`src/rtl/regfile_pkg.sv`:
```
// Shared definitions for the register-file scheduler: default widths, FSM encoding
// and the hardwired-zero entry index.
package regfile_pkg;

    localparam int AW_DEFAULT = 5;
    localparam int DW_DEFAULT = 32;
    localparam int ZERO_REG   = 0;

    typedef enum logic [1:0] {
        INIT  = 2'd0,
        IDLE  = 2'd1,
        ISSUE = 2'd2,
        RESP  = 2'd3
    } state_t;

endpackage

```
`src/rtl/regfile_arbiter_rr_arb2.sv`:
```
// Two-way round-robin picker; the last_grant history flop lives in the parent.
module rr_arb2 (
    input  logic [1:0] req,
    input  logic       last_grant,
    output logic [1:0] winner_oh
);

    always_comb begin
        winner_oh = 2'b00;
        case (req)
            2'b01:   winner_oh = 2'b01;
            2'b10:   winner_oh = 2'b10;
            2'b11:   winner_oh = last_grant ? 2'b01 : 2'b10;
            default: winner_oh = 2'b00;
        endcase
    end

endmodule

```
`src/rtl/regfile_arbiter.sv`:
```
// Two-requester scheduler owning every control pin of a 32x32 register file:
// clears the file after reset, then runs one round-robin-arbitrated transaction at a time.
//
//   state | meaning
//   INIT  | writing 0 to entry <counter>, one entry per cycle
//   IDLE  | waiting for a request; arbitrate and register the winner's command
//   ISSUE | rf_en high for one cycle, grant pulse to the winner
//   RESP  | register file read data arriving; capture it for the winner
module regfile_arbiter
    import regfile_pkg::*;
#(
    parameter int AW    = AW_DEFAULT,
    parameter int DW    = DW_DEFAULT,
    parameter int DEPTH = (1 << AW)
) (
    input  logic          clk,
    input  logic          rst_n,
    output logic          init_done,

    input  logic          req0,
    input  logic          we0,
    input  logic [AW-1:0] waddr0,
    input  logic [DW-1:0] wdata0,
    input  logic [AW-1:0] raddr0_a,
    input  logic [AW-1:0] raddr0_b,
    output logic          gnt0,
    output logic          rsp0_valid,
    output logic [DW-1:0] rdata0_a,
    output logic [DW-1:0] rdata0_b,

    input  logic          req1,
    input  logic          we1,
    input  logic [AW-1:0] waddr1,
    input  logic [DW-1:0] wdata1,
    input  logic [AW-1:0] raddr1_a,
    input  logic [AW-1:0] raddr1_b,
    output logic          gnt1,
    output logic          rsp1_valid,
    output logic [DW-1:0] rdata1_a,
    output logic [DW-1:0] rdata1_b,

    output logic          rf_en,
    output logic [AW-1:0] rf_waddr,
    output logic [DW-1:0] rf_wdata,
    output logic [AW-1:0] rf_raddr1,
    output logic [AW-1:0] rf_raddr2,
    input  logic [DW-1:0] rf_rdata1,
    input  logic [DW-1:0] rf_rdata2
);

    state_t        state_q;
    logic [AW-1:0] cnt_q;
    logic          last_grant_q;
    logic          owner_q;
    logic          init_done_q;
    logic          gnt0_q, gnt1_q;
    logic          rsp0_valid_q, rsp1_valid_q;
    logic [DW-1:0] rdata0_a_q, rdata0_b_q, rdata1_a_q, rdata1_b_q;
    logic          rf_en_q;
    logic [AW-1:0] rf_waddr_q, rf_raddr1_q, rf_raddr2_q;
    logic [DW-1:0] rf_wdata_q;

    logic [1:0]    winner_oh;
    logic          win_idx;
    logic          sel_we;
    logic [AW-1:0] sel_waddr, sel_raddr_a, sel_raddr_b;
    logic [DW-1:0] sel_wdata;
    logic [AW-1:0] cmd_waddr_d;
    logic [DW-1:0] cmd_wdata_d;

    rr_arb2 u_arb (
        .req        ({req1, req0}),
        .last_grant (last_grant_q),
        .winner_oh  (winner_oh)
    );

    // Read-only requests still pulse rf_en, so they are turned into a write of 0 to entry 0.
    always_comb begin
        win_idx     = winner_oh[1];
        sel_we      = win_idx ? we1      : we0;
        sel_waddr   = win_idx ? waddr1   : waddr0;
        sel_wdata   = win_idx ? wdata1   : wdata0;
        sel_raddr_a = win_idx ? raddr1_a : raddr0_a;
        sel_raddr_b = win_idx ? raddr1_b : raddr0_b;
        cmd_waddr_d = sel_we ? sel_waddr : AW'(ZERO_REG);
        cmd_wdata_d = (sel_we && (sel_waddr != AW'(ZERO_REG))) ? sel_wdata : '0;
    end

    always_ff @(posedge clk or negedge rst_n) begin
        if (!rst_n) begin
            state_q      <= INIT;
            cnt_q        <= '0;
            last_grant_q <= 1'b1;
            owner_q      <= 1'b0;
            init_done_q  <= 1'b0;
            gnt0_q       <= 1'b0;
            gnt1_q       <= 1'b0;
            rsp0_valid_q <= 1'b0;
            rsp1_valid_q <= 1'b0;
            rdata0_a_q   <= '0;
            rdata0_b_q   <= '0;
            rdata1_a_q   <= '0;
            rdata1_b_q   <= '0;
            rf_en_q      <= 1'b0;
            rf_waddr_q   <= '0;
            rf_wdata_q   <= '0;
            rf_raddr1_q  <= '0;
            rf_raddr2_q  <= '0;
        end else begin
            gnt0_q       <= 1'b0;
            gnt1_q       <= 1'b0;
            rsp0_valid_q <= 1'b0;
            rsp1_valid_q <= 1'b0;
            rf_en_q      <= 1'b0;
            case (state_q)
                INIT: begin
                    rf_en_q     <= 1'b1;
                    rf_waddr_q  <= cnt_q;
                    rf_wdata_q  <= '0;
                    rf_raddr1_q <= '0;
                    rf_raddr2_q <= '0;
                    if (cnt_q == AW'(DEPTH - 1)) begin
                        cnt_q       <= '0;
                        init_done_q <= 1'b1;
                        state_q     <= IDLE;
                    end else begin
                        cnt_q <= cnt_q + 1'b1;
                    end
                end
                IDLE: begin
                    if (|winner_oh) begin
                        rf_en_q      <= 1'b1;
                        rf_waddr_q   <= cmd_waddr_d;
                        rf_wdata_q   <= cmd_wdata_d;
                        rf_raddr1_q  <= sel_raddr_a;
                        rf_raddr2_q  <= sel_raddr_b;
                        gnt0_q       <= winner_oh[0];
                        gnt1_q       <= winner_oh[1];
                        last_grant_q <= win_idx;
                        owner_q      <= win_idx;
                        state_q      <= ISSUE;
                    end
                end
                ISSUE: begin
                    state_q <= RESP;
                end
                RESP: begin
                    if (owner_q) begin
                        rdata1_a_q   <= rf_rdata1;
                        rdata1_b_q   <= rf_rdata2;
                        rsp1_valid_q <= 1'b1;
                    end else begin
                        rdata0_a_q   <= rf_rdata1;
                        rdata0_b_q   <= rf_rdata2;
                        rsp0_valid_q <= 1'b1;
                    end
                    state_q <= IDLE;
                end
                default: state_q <= INIT;
            endcase
        end
    end

    assign init_done  = init_done_q;
    assign gnt0       = gnt0_q;
    assign gnt1       = gnt1_q;
    assign rsp0_valid = rsp0_valid_q;
    assign rsp1_valid = rsp1_valid_q;
    assign rdata0_a   = rdata0_a_q;
    assign rdata0_b   = rdata0_b_q;
    assign rdata1_a   = rdata1_a_q;
    assign rdata1_b   = rdata1_b_q;
    assign rf_en      = rf_en_q;
    assign rf_waddr   = rf_waddr_q;
    assign rf_wdata   = rf_wdata_q;
    assign rf_raddr1  = rf_raddr1_q;
    assign rf_raddr2  = rf_raddr2_q;

endmodule
```
`config.mk`:
```
export PLATFORM = sky130hd
export DESIGN_NAME = regfile_arbiter
export DESIGN_NICKNAME = d
export VERILOG_FILES = /design/src/rtl/regfile_pkg.sv /design/src/rtl/regfile_arbiter_rr_arb2.sv /design/src/rtl/regfile_arbiter.sv
export SDC_FILE = /design/constraint.sdc
export NUM_CORES = 1
export LEC_CHECK = 0
export ABC_AREA = 1
export CAP_MARGIN = 40
export CORE_MARGIN = 1.5
export CORE_UTILIZATION = 30
export DETAILED_ROUTE_END_ITERATION = 6
export DONT_BUFFER_PORTS = 1
export HOLD_SLACK_MARGIN = 0.06
export PLACE_DENSITY = 0.48
export SLEW_MARGIN = 20
export SYNTH_ARGS = -nofsm -noshare
export SYNTH_HDL_FRONTEND = slang
export SYNTH_SLANG_ARGS = --single-unit
export TNS_END_PERCENT = 5
```
`constraint.sdc`:
```
create_clock -name clk -period 3.3 [get_ports clk]
set_input_delay 0.66 -clock clk [delete_from_list [all_inputs] [get_ports clk]]
set_output_delay 0.66 -clock clk [all_outputs]
set_load 0.01 [all_outputs]
```
======== Yosys cells after proc, flatten, opt, wreduce, memory -nomap -nowiden ========
Index checks and enable logic that the tools add are counted.
storage, ports and cells
  register bits ........................... 190
  logic and storage cells ................. 71
  output and inout bits ................... 181
  input bits .............................. 164
cells by class
  add/sub/neg operators ................... 1
  muxes and demuxes ....................... 31
  eq/ne operators ......................... 9
  bitwise operators ....................... 1
  reduce and logical (&&, ||, !) cells .... 11
operator list
  kind                                                  count
  two-way mux 32 bit                                    3
  case mux 32 bit (2 select lines)                      1
  two-way mux 5 bit                                     8
  case mux 5 bit (2 select lines)                       3
  AND reduction 2 bit                                   6
  two-way mux 1 bit                                     10
  equality test 2 bit (second input constant)           4
  case mux 2 bit (4 select lines)                       1
  two-way mux 2 bit                                     3
  case mux 2 bit (3 select lines)                       1
  adder 5 x 1 -> 5 bit (second input constant)          1
  equality test 5 bit (second input constant)           1
  nonzero test 5 bit                                    1
  equality test 2 x 1 -> 1 bit (second input constant)  2
  inequality test 2 bit (second input constant)         2
  logical NOT 2 bit                                     1
  case mux 1 bit (2 select lines)                       1
  nonzero test 2 bit                                    1
  OR reduction 2 bit                                    1
  logical AND 1 bit                                     1
  inverter 1 bit                                        1

======== Depth between registers and ports, before layout ========
Gate-level depths: netlist (run 1).
  word-level depth ........................ 8
  mapped depth ............................ 11
  gate-level depth less buffers ........... 9

======== Hierarchy ========
From an unflattened synthesis (run 1), not the netlist that was laid out.
unflattened totals
  cell total of the unflattened synthesis .. 956
  area, all modules ....................... 8062.7 um^2
modules (own cells, without submodules)
  module           seq. area each (um^2)  cells each  area each (um^2)  instances
  regfile_arbiter  4755.8                 951         8041.5            1
  rr_arb2          0.0                    5           21.3              1

======== Worst setup path after synthesis (run 1) ========
Ideal clock, no wire load.
  kind .................................... in2reg
  start ................................... input req0
  end ..................................... register rf_wdata_q[10], in the netlist rf_wdata[10]
  slack ................................... 1.694 ns
  arrival time ............................ 1.489 ns
  data required time ...................... 3.183 ns
  stages .................................. 11
  cells stage by stage .................... nand2_2 > nand2_4 > inv_2 > buf_6 > nand2_2 > nand2_2 > nor2_2 > nand2_4 > buf_6 > nand3_2 > nand2_1
between the ends
  longest elaborated chain between the ends .. 8
  elaborated cells between the ends (all ways) .. 15
ends and longest elaborated chain
  what                                                                        RTL line                       RTL
  start: declaration                                                          regfile_arbiter.sv:20          input logic req0,
  equality test 2 bit / equality test 2 x 1 -> 1 bit (equally long branches)  regfile_arbiter_rr_arb2.sv:10  case (req)
  case mux 2 bit (3 select lines) *                                           regfile_arbiter_rr_arb2.sv:10
  two-way mux 5 bit                                                           regfile_arbiter.sv:81          sel_waddr = win_idx ? waddr1 : waddr0;
  nonzero test 5 bit                                                          regfile_arbiter.sv:86          cmd_wdata_d = (sel_we && (sel_waddr != AW'(ZERO_REG))) ? sel_wdata : '0;
  logical AND 1 bit                                                           regfile_arbiter.sv:86
  two-way mux 32 bit                                                          regfile_arbiter.sv:86
  two-way mux 32 bit                                                          regfile_arbiter.sv:131         if (|winner_oh) begin
  case mux 32 bit (2 select lines)                                            regfile_arbiter.sv:115         case (state_q)
  end signal: assignment                                                      regfile_arbiter.sv:134         rf_wdata_q <= cmd_wdata_d;
  end: declaration                                                            regfile_arbiter.sv:61          logic [DW-1:0] rf_wdata_q;
Every way passes the cells marked *; elsewhere a longest branch is shown, timed or not. The select of a mux whose other input is x is not followed.
A chain may end at the register's enable or synchronous reset.

======== Worst setup path after layout (run 1) ========
  start ................................... register state_q[0]
  end ..................................... register rf_raddr2_q[4], in the netlist rf_raddr2[4]
between the ends
  longest elaborated chain between the ends .. 3
  elaborated cells between the ends (all ways) .. 6
ends and longest elaborated chain
  what                                                                          RTL line                RTL
  start: declaration                                                            regfile_arbiter.sv:51   state_t state_q;
  start signal: assignment                                                      regfile_arbiter.sv:91   state_q <= INIT;
  start signal: assignment                                                      regfile_arbiter.sv:125  state_q <= IDLE;
  start signal: assignment                                                      regfile_arbiter.sv:141  state_q <= ISSUE;
  equality test 2 x 1 -> 1 bit / logical NOT 2 bit (equally long branches)      regfile_arbiter.sv:115
  inequality test 2 bit (no line) / nonzero test 2 bit (equally long branches)  --
  AND reduction 2 bit (no line)                                                 --
  end signal: assignment                                                        regfile_arbiter.sv:136  rf_raddr2_q <= sel_raddr_b;
  end: declaration                                                              regfile_arbiter.sv:60   logic [AW-1:0] rf_waddr_q, rf_raddr1_q, rf_raddr2_q;
Parallel ways exist; a longest one is shown, timed or not.

==> run_results.csv, run 1 <==
group,metric,value,unit
placement,dpl_worst_slack,1.21,ns
floorplan,floorplan.io_pins,345,
synth,synth_nets,1071,
synth,mean_instance_size_in_the_synthesized_netlist,8.98,sq um
synth,ys_ff_latch,190,
timing,hold_viol,189,
drt,vias_per_cell,4.68,
synth,yosys.area_share.simple,20.3,%
clock_network,post-cts-setup-buffers,0,
critical_path,timing.critical_path.required,3.64,ns
synth,netlist_instances,901,
synth,synth_fa_ha_area_share,0.928,%
drt,drcViolationCount,0,
critical_path,timing.critical_path.from_type,"flop",
synth,synth_sequential_area_ratio,58.8,%
critical_path,path_class,"flop to flop",
grt,pin_count_of_the_biggest_net_entering_global_routing,191,
timing,fin_worst_skew,0.0160,ns
placement,post-dp-hpwl,14700,microns
drt,drt-total-wl,21100,microns
drt,dr.pass1.iters,5,
clock_network,cts_max_level,4,
floorplan,dieArea,28000,sq um
placement,place.gp.congestion,0.757,
drt,drtAntennaViolNets,0,
clock_network,clk_pin_slew,0.09,ns
timing,fin_crit_sh,60.8,%
timing,final.setup.worst_slack,1.29,ns
job,max-cap-violations,0,
pwr,ir_drop,0.377,mV
floorplan,fp.dieH,167,microns
grt,grt_antenna_before_repair,0,
finish,fill_cells,2735,
synth,muxShareOfSynthArea,0,%
synth,yosys_warnings,0,
finish,multi_input_comb_area,2740,sq um
floorplan,chipWidth,167,microns
synth,post_synth_xor_area_fraction,0,%
run_status,violations_in_the_final_reports,"hold timing",
finish,layout-area-overhead-vs-synth,10.9,%
pwr,report.power.total,9.38,mW
timing,final-max-slew-violation-count,0,
timing,fin_setup_tns,0,ns
run_status,status,"finished, violations left",
clock_network,ctsRootBufferMaster,"clkbuf_16",
pwr,leakagePower,4.46,nW
placement,portBuffers,0,
grt,grt_pass1_vias,5712,
min_path,hp-class,"input port to async pin",
drt,drtIter0Drc,400,
grt,grt_pass1_wl,32700,microns
grt,grt_use_total,15.0,%
timing,slew_headroom,56.4,%
clock_network,tritoncts.num_buffers,17,
timing,final.min_clock_period,2.01,ns
finish,area.sequential,4760,sq um
clock_network,cts.sink_count,190,
critical_path,timing.critical_path.to_type,"flop",
clock_network,clock_latency_late_sink,0.44,ns
synth,post_synth_num_cell_types,28,
finish,insertedDiodeCount,0,
clock_network,cts_max_path_buffers,2,
pwr,pwr_density_cell,1050,nW/um^2
floorplan,core.rowCount,59,
timing,final-setup-viol-count,0,
clock_network,tritoncts,"built",
synth,syn_area,8090,sq um
floorplan,placeableCoreArea,26300,sq um
critical_path,crit_arrival,2.35,ns
timing,grt_setup_unrepaired,"no",
timing,timing_worst_slew_pin_value,0.652,ns
finish,nets,1043,
grt,globalRoute.totalOverflow,0,
synth,biggest_area_contributors_in_the_synthesized_netlist,"dfrtp_1, nand2_1, o21ai_0, inv_1, nand3_2",
drt,avgRoutedWirePerCell,17.2,microns
finish,post_route_cells_drive_above_1_share,10.0,%
floorplan,initial_core_util,30.8,%
synth,synth_area_leader_cell,"dfrtp_1",
drt,dr_total_vias,5719,
timing,max_clock_freq,0.499,GHz
synth,synth-compound-area-share,12.3,%
critical_path,worstPathMaxFanout,25,
timing,finalHoldWorstSlack,-0.0866,ns
synth,synth_top_area_share,58.5,%
synth,combinational_family_with_the_most_area_after_synthesis,"simple AND/OR/NAND/NOR gates",
clock_network,cts_resized,0,
[flip-flops by register name (all words and copies together) (netlist names)]
register      count
owner_q           1
rdata0_b         32
init_done         1
rsp1_valid        1
rf_raddr1         5
rf_waddr          5
state_q           2
rsp0_valid        1
rf_en             1
rf_wdata         32
gnt0              1
cnt_q             5
rdata1_a         32
gnt1              1
rf_raddr2         5
rdata0_a         32
rdata1_b         32
last_grant_q      1
[per-stage QoR]
stage / area, sq um / hold slack (ns) / utilization [%] / cells
after global placement: 8320 / 0.368 / 31.7 / 1189
after detailed placement: 8320 / 0.368 / 31.7 / 1189
after floorplan: 8090 / 0.364 / - / 901
final: 8970 / -0.0866 / 34.1 / 1221
after global routing: 8970 / -0.131 / 34.1 / 1221
after CTS: 8970 / -0.117 / 34.1 / 1221
[cells in the mapped netlist, drive strengths merged]
master  instances
nand2         300
dfrtp         189
o21ai         152
inv            85
a21oi          45
nand3          36
clkbuf         31
buf            23
nor2           22
ha              6
nor3            4
nand4           2
or2             2
a31oi           1
dfstp           1
nand3b          1
nor4            1
[area by class of cell]
| type | count | area share [%] |
|---|---|---|
| clock buffer | 17 | 4.74 |
| timing repair buffer | 7 | 1.00 |
| tap | 335 | 4.67 |
| sequential | 190 | 53.0 |
| inverter | 85 | 3.56 |
| multi-input combinational | 572 | 30.5 |
| clock inverter | 15 | 2.50 |
[critical path, cell delays in order, from the launching register on]
cell	delay, ns
dfrtp_1	0.44
ha_1	0.35
o21ai_4	0.59
buf_4	0.39
nand2_1	0.07
o21ai_0	0.07
[cell usage in the layout, fill, tap and decap left out, drive strengths merged]
cell	Yosys	final
nor4	1	1
nor2	22	22
clkinv	0	6
inv	85	93
a31oi	1	1
ha	6	6
buf	23	7
clkbuf	31	17
dfstp	1	1
clkinvlp	0	1
or2	2	2
nand2	300	300
nand3b	1	1
nand4	2	2
nand3	36	36
nor3	4	4
o21ai	152	152
a21oi	45	45
dfrtp	189	189
[per-layer routing]
metal | GRT usage [%] | share of wire (%) | vias to the layer above
met3 | 6.03 | 9.8 | 36
met4 | 6.70 | 3.3 | 0
li1 | - | - | 2794
met2 | 24.2 | 46 | 244
met5 | 0 | 0 | -
met1 | 17.5 | 41 | 2645
[report_power, final]
group          internal (mW)  switching (mW)
Combinational          0.785            1.50
Sequential              3.45            1.43
Clock                   1.07            1.14
[worst paths after layout]
| kind | slack (ns) | cells past startpoint | to | start |
|---|---|---|---|---|
| max | 1.29 | 5 | rf_raddr2[4] | state_q[0] |
| min | -0.09 | 0 | rdata1_b[19] | rst_n |
| max reg2reg | 1.29 | 5 | rf_raddr2[4] | state_q[0] |
| min reg2reg | 0.48 | 2 | last_grant_q | last_grant_q |
| max in group asynchronous | 3.09 | 0 | rdata0_b[8] | rst_n |
| min in group clk | 0.38 | 2 | rdata0_a[16] | rf_rdata1[16] |
[cell families (layout without fill, tap and decap cells)]
kind of cell / Yosys count / count (layout)
flops: 190 / 190
compound gates: 198 / 198
buf+inv: 139 / 124
fa+ha+maj: 6 / 6
simple gates: 368 / 368
(Power assumes the default switching activity.)
==> run 2, diff against run 1 <==
==> constraint.sdc (replaced) <==
create_clock -name clk -period 2 [get_ports clk]
set_input_delay 0.4 -clock clk [delete_from_list [all_inputs] [get_ports clk]]
set_output_delay 0.4 -clock clk [all_outputs]
set_load 0.01 [all_outputs]
==> run 2 against run 1 <==
  * Critical path depth grew 3
  * Global-route usage grew 0.17 points
  * Register-to-register slack lost 1.1 ns
  * Design area grew 2.3%
  * The run still ends with hold timing left
  * Wire length grew 1.5%
  * Total power grew 71%
  * Cell count grew 1.1%
  * Sequential power grew 65%
  * Die area is the same
  * Critical endpoint is now rf_waddr[4]
  * Fmax grew 13%
==> run_results.csv, run 2 (synthesis gave the netlist of run 1 again) <==
group,metric,value,unit
timing,fin_crit_sh,88.5,%
finish,fill_cells,2719,
grt,globalRoute.totalOverflow,0,
drt,drtIter0Drc,304,
critical_path,critical-path-top-delay-family,"buffers and inverters",
pwr,ir_drop,0.606,mV
clock_network,cts_max_path_buffers,2,
finish,layout-area-overhead-vs-synth,13.4,%
placement,post-place-cells,1197,
timing,final.min_clock_period,1.77,ns
drt,drt-total-wl,21400,microns
timing,fin_setup_tns,0,ns
timing,fin_worst_skew,0.0182,ns
finish,layout.cell_area.non_filler,9180,sq um
critical_path,cpMaxStageDelayCell,"dfrtp_1",
critical_path,path_class,"flop to flop",
drt,dr.pass1.iters,4,
grt,pin_count_of_the_biggest_net_entering_global_routing,191,
timing,finalHoldWorstSlack,-0.342,ns
clock_network,cts_max_level,4,
job,max-cap-violations,0,
critical_path,slowest_delay,0.43,ns
floorplan,chipWidth,167,microns
timing,max_clock_freq,0.565,GHz
clock_network,tritoncts.num_buffers,17,
placement,place.gp.congestion,0.768,
clock_network,tritoncts,"built",
critical_path,crit_arrival,2.08,ns
timing,hold_viol,190,
timing,slew_headroom,77.5,%
critical_path,crit_start,"state_q[0]",
timing,final.setup.worst_slack,0.230,ns
pwr,pwr_density_cell,1740,nW/um^2
floorplan,dieArea,28000,sq um
critical_path,timing.critical_path.from_type,"flop",
pwr,report.power.total,16.0,mW
drt,dr_total_vias,5758,
critical_path,worstPathMaxFanout,11,
clock_network,cts.sink_count,190,
timing,grt_setup_unrepaired,"no",
pwr,leakagePower,4.57,nW
critical_path,crit_chain,"ha_1 > buf_4 > nand2_1 > o21ai_4 > buf_12 > buf_4 > a21oi_1 > a21oi_1",
placement,portBuffers,0,
finish,area.sequential,4760,sq um
critical_path,reg2regPathDepth,8,
clock_network,clk_pin_slew,0.08,ns
clock_network,clock_latency_late_sink,0.44,ns
floorplan,placeableCoreArea,26300,sq um
clock_network,ctsRootBufferMaster,"clkbuf_16",
timing,final-max-slew-violation-count,0,
finish,final_cell_mix,"nand2_1, dfrtp_1, o21ai_0",
run_status,violations_in_the_final_reports,"hold timing",
drt,vias_per_cell,4.67,
drt,avgRoutedWirePerCell,17.3,microns
critical_path,r2r_start,"state_q[0]",
finish,insertedDiodeCount,0,
finish,final_cell_count_no_fill,1234,
grt,grt_antenna_before_repair,0,
floorplan,fp.dieH,167,microns
finish,final_core_util,34.9,%
critical_path,timing.critical_path.depth,8,
critical_path,timing.critical_path.required,2.31,ns
min_path,hp-class,"input port to async pin",
finish,post_route_cells_drive_above_1_share,11.3,%
floorplan,floorplan.io_pins,345,
critical_path,timing.critical_path.to_type,"flop",
drt,drcViolationCount,0,
placement,dpl_worst_slack,0.208,ns
timing,final-setup-viol-count,0,
grt,grt_pass1_wl,33100,microns
grt,grt_use_total,15.1,%
finish,nets,1056,
placement,post-dp-hpwl,15100,microns
floorplan,core.rowCount,59,
grt,grt_pass1_vias,5681,
critical_path,critPathBufInv,3,
floorplan,initial_core_util,30.8,%
timing,timing_worst_slew_pin_value,0.337,ns
placement,placedInstanceArea,8470,sq um
run_status,status,"finished, violations left",
finish,mostFrequentLayoutCell,"nand2_1",
finish,multi_input_comb_area,2740,sq um
drt,drtAntennaViolNets,0,
-- run 2: worst paths after layout --
| kind | to | slack, ns |
|---|---|---|
| hold reg to reg | last_grant_q | 0.47 |
| hold / removal | rsp0_valid | -0.34 |
| min in group clk | rdata1_a[12] | 0.12 |
| max in group asynchronous | rdata1_a[31] | 2.03 |
| setup reg to reg | rf_waddr[4] | 0.23 |
| setup / recovery | rf_waddr[4] | 0.23 |
-- run 2: where the power goes --
group | internal, mW | switching (mW) | leakage (nW)
clock | 1.80 | 1.94 | 0.316
sequential | 5.69 | 2.35 | 2.38
combinational | 1.63 | 2.57 | 1.88
total | 9.13 | 6.86 | 4.57
-- run 2: timing repair --
| item | in CTS | in global routing |
|---|---|---|
| endpoints found under the hold margin | 190 | 190 |
| setup endpoints to repair | 0 | 1 |
| gates resized for setup | 0 | 0 |
| buffers inserted | 0 | 5 |
-- run 2: per-layer routing --
metal / vias up / share of wire [%] / GRT usage, %
li1: 2828 / - / -
met4: 0 / 2.6 / 5.76
met1: 2667 / 41 / 18.2
met2: 237 / 46 / 24.2
met3: 26 / 10 / 6.43
met5: - / 0 / 0
-- run 2: worst register-to-register path, delay by kind of cell (launching register included) --
| family | cells | cell delay (ns) |
|---|---|---|
| compound gates | 3 | 0.34 |
| fa+ha+maj | 1 | 0.28 |
| buf+inv | 3 | 0.47 |
| flops | 1 | 0.43 |
| simple gates | 1 | 0.13 |
-- run 2: cell type report --
cell class | instances | share of cell area, %
tap | 335 | 4.57
multi-input combinational | 572 | 29.9
inverter | 85 | 3.48
clock inverter | 15 | 2.50
sequential | 190 | 51.8
timing repair buffer | 20 | 3.14
clock buffer | 17 | 4.64
==> run 3, diff against run 2 <==
--- a/config.mk
+++ b/config.mk
@@ -6,7 +6,7 @@
 export NUM_CORES = 1
 export LEC_CHECK = 0
 export ABC_AREA = 1
-export CAP_MARGIN = 40
+export CAP_MARGIN = 15
 export CORE_MARGIN = 1.5
 export CORE_UTILIZATION = 30
 export DETAILED_ROUTE_END_ITERATION = 6
==> results of run 3 <==
No change in the layout: final DEF, timing and power equal those of run 2.
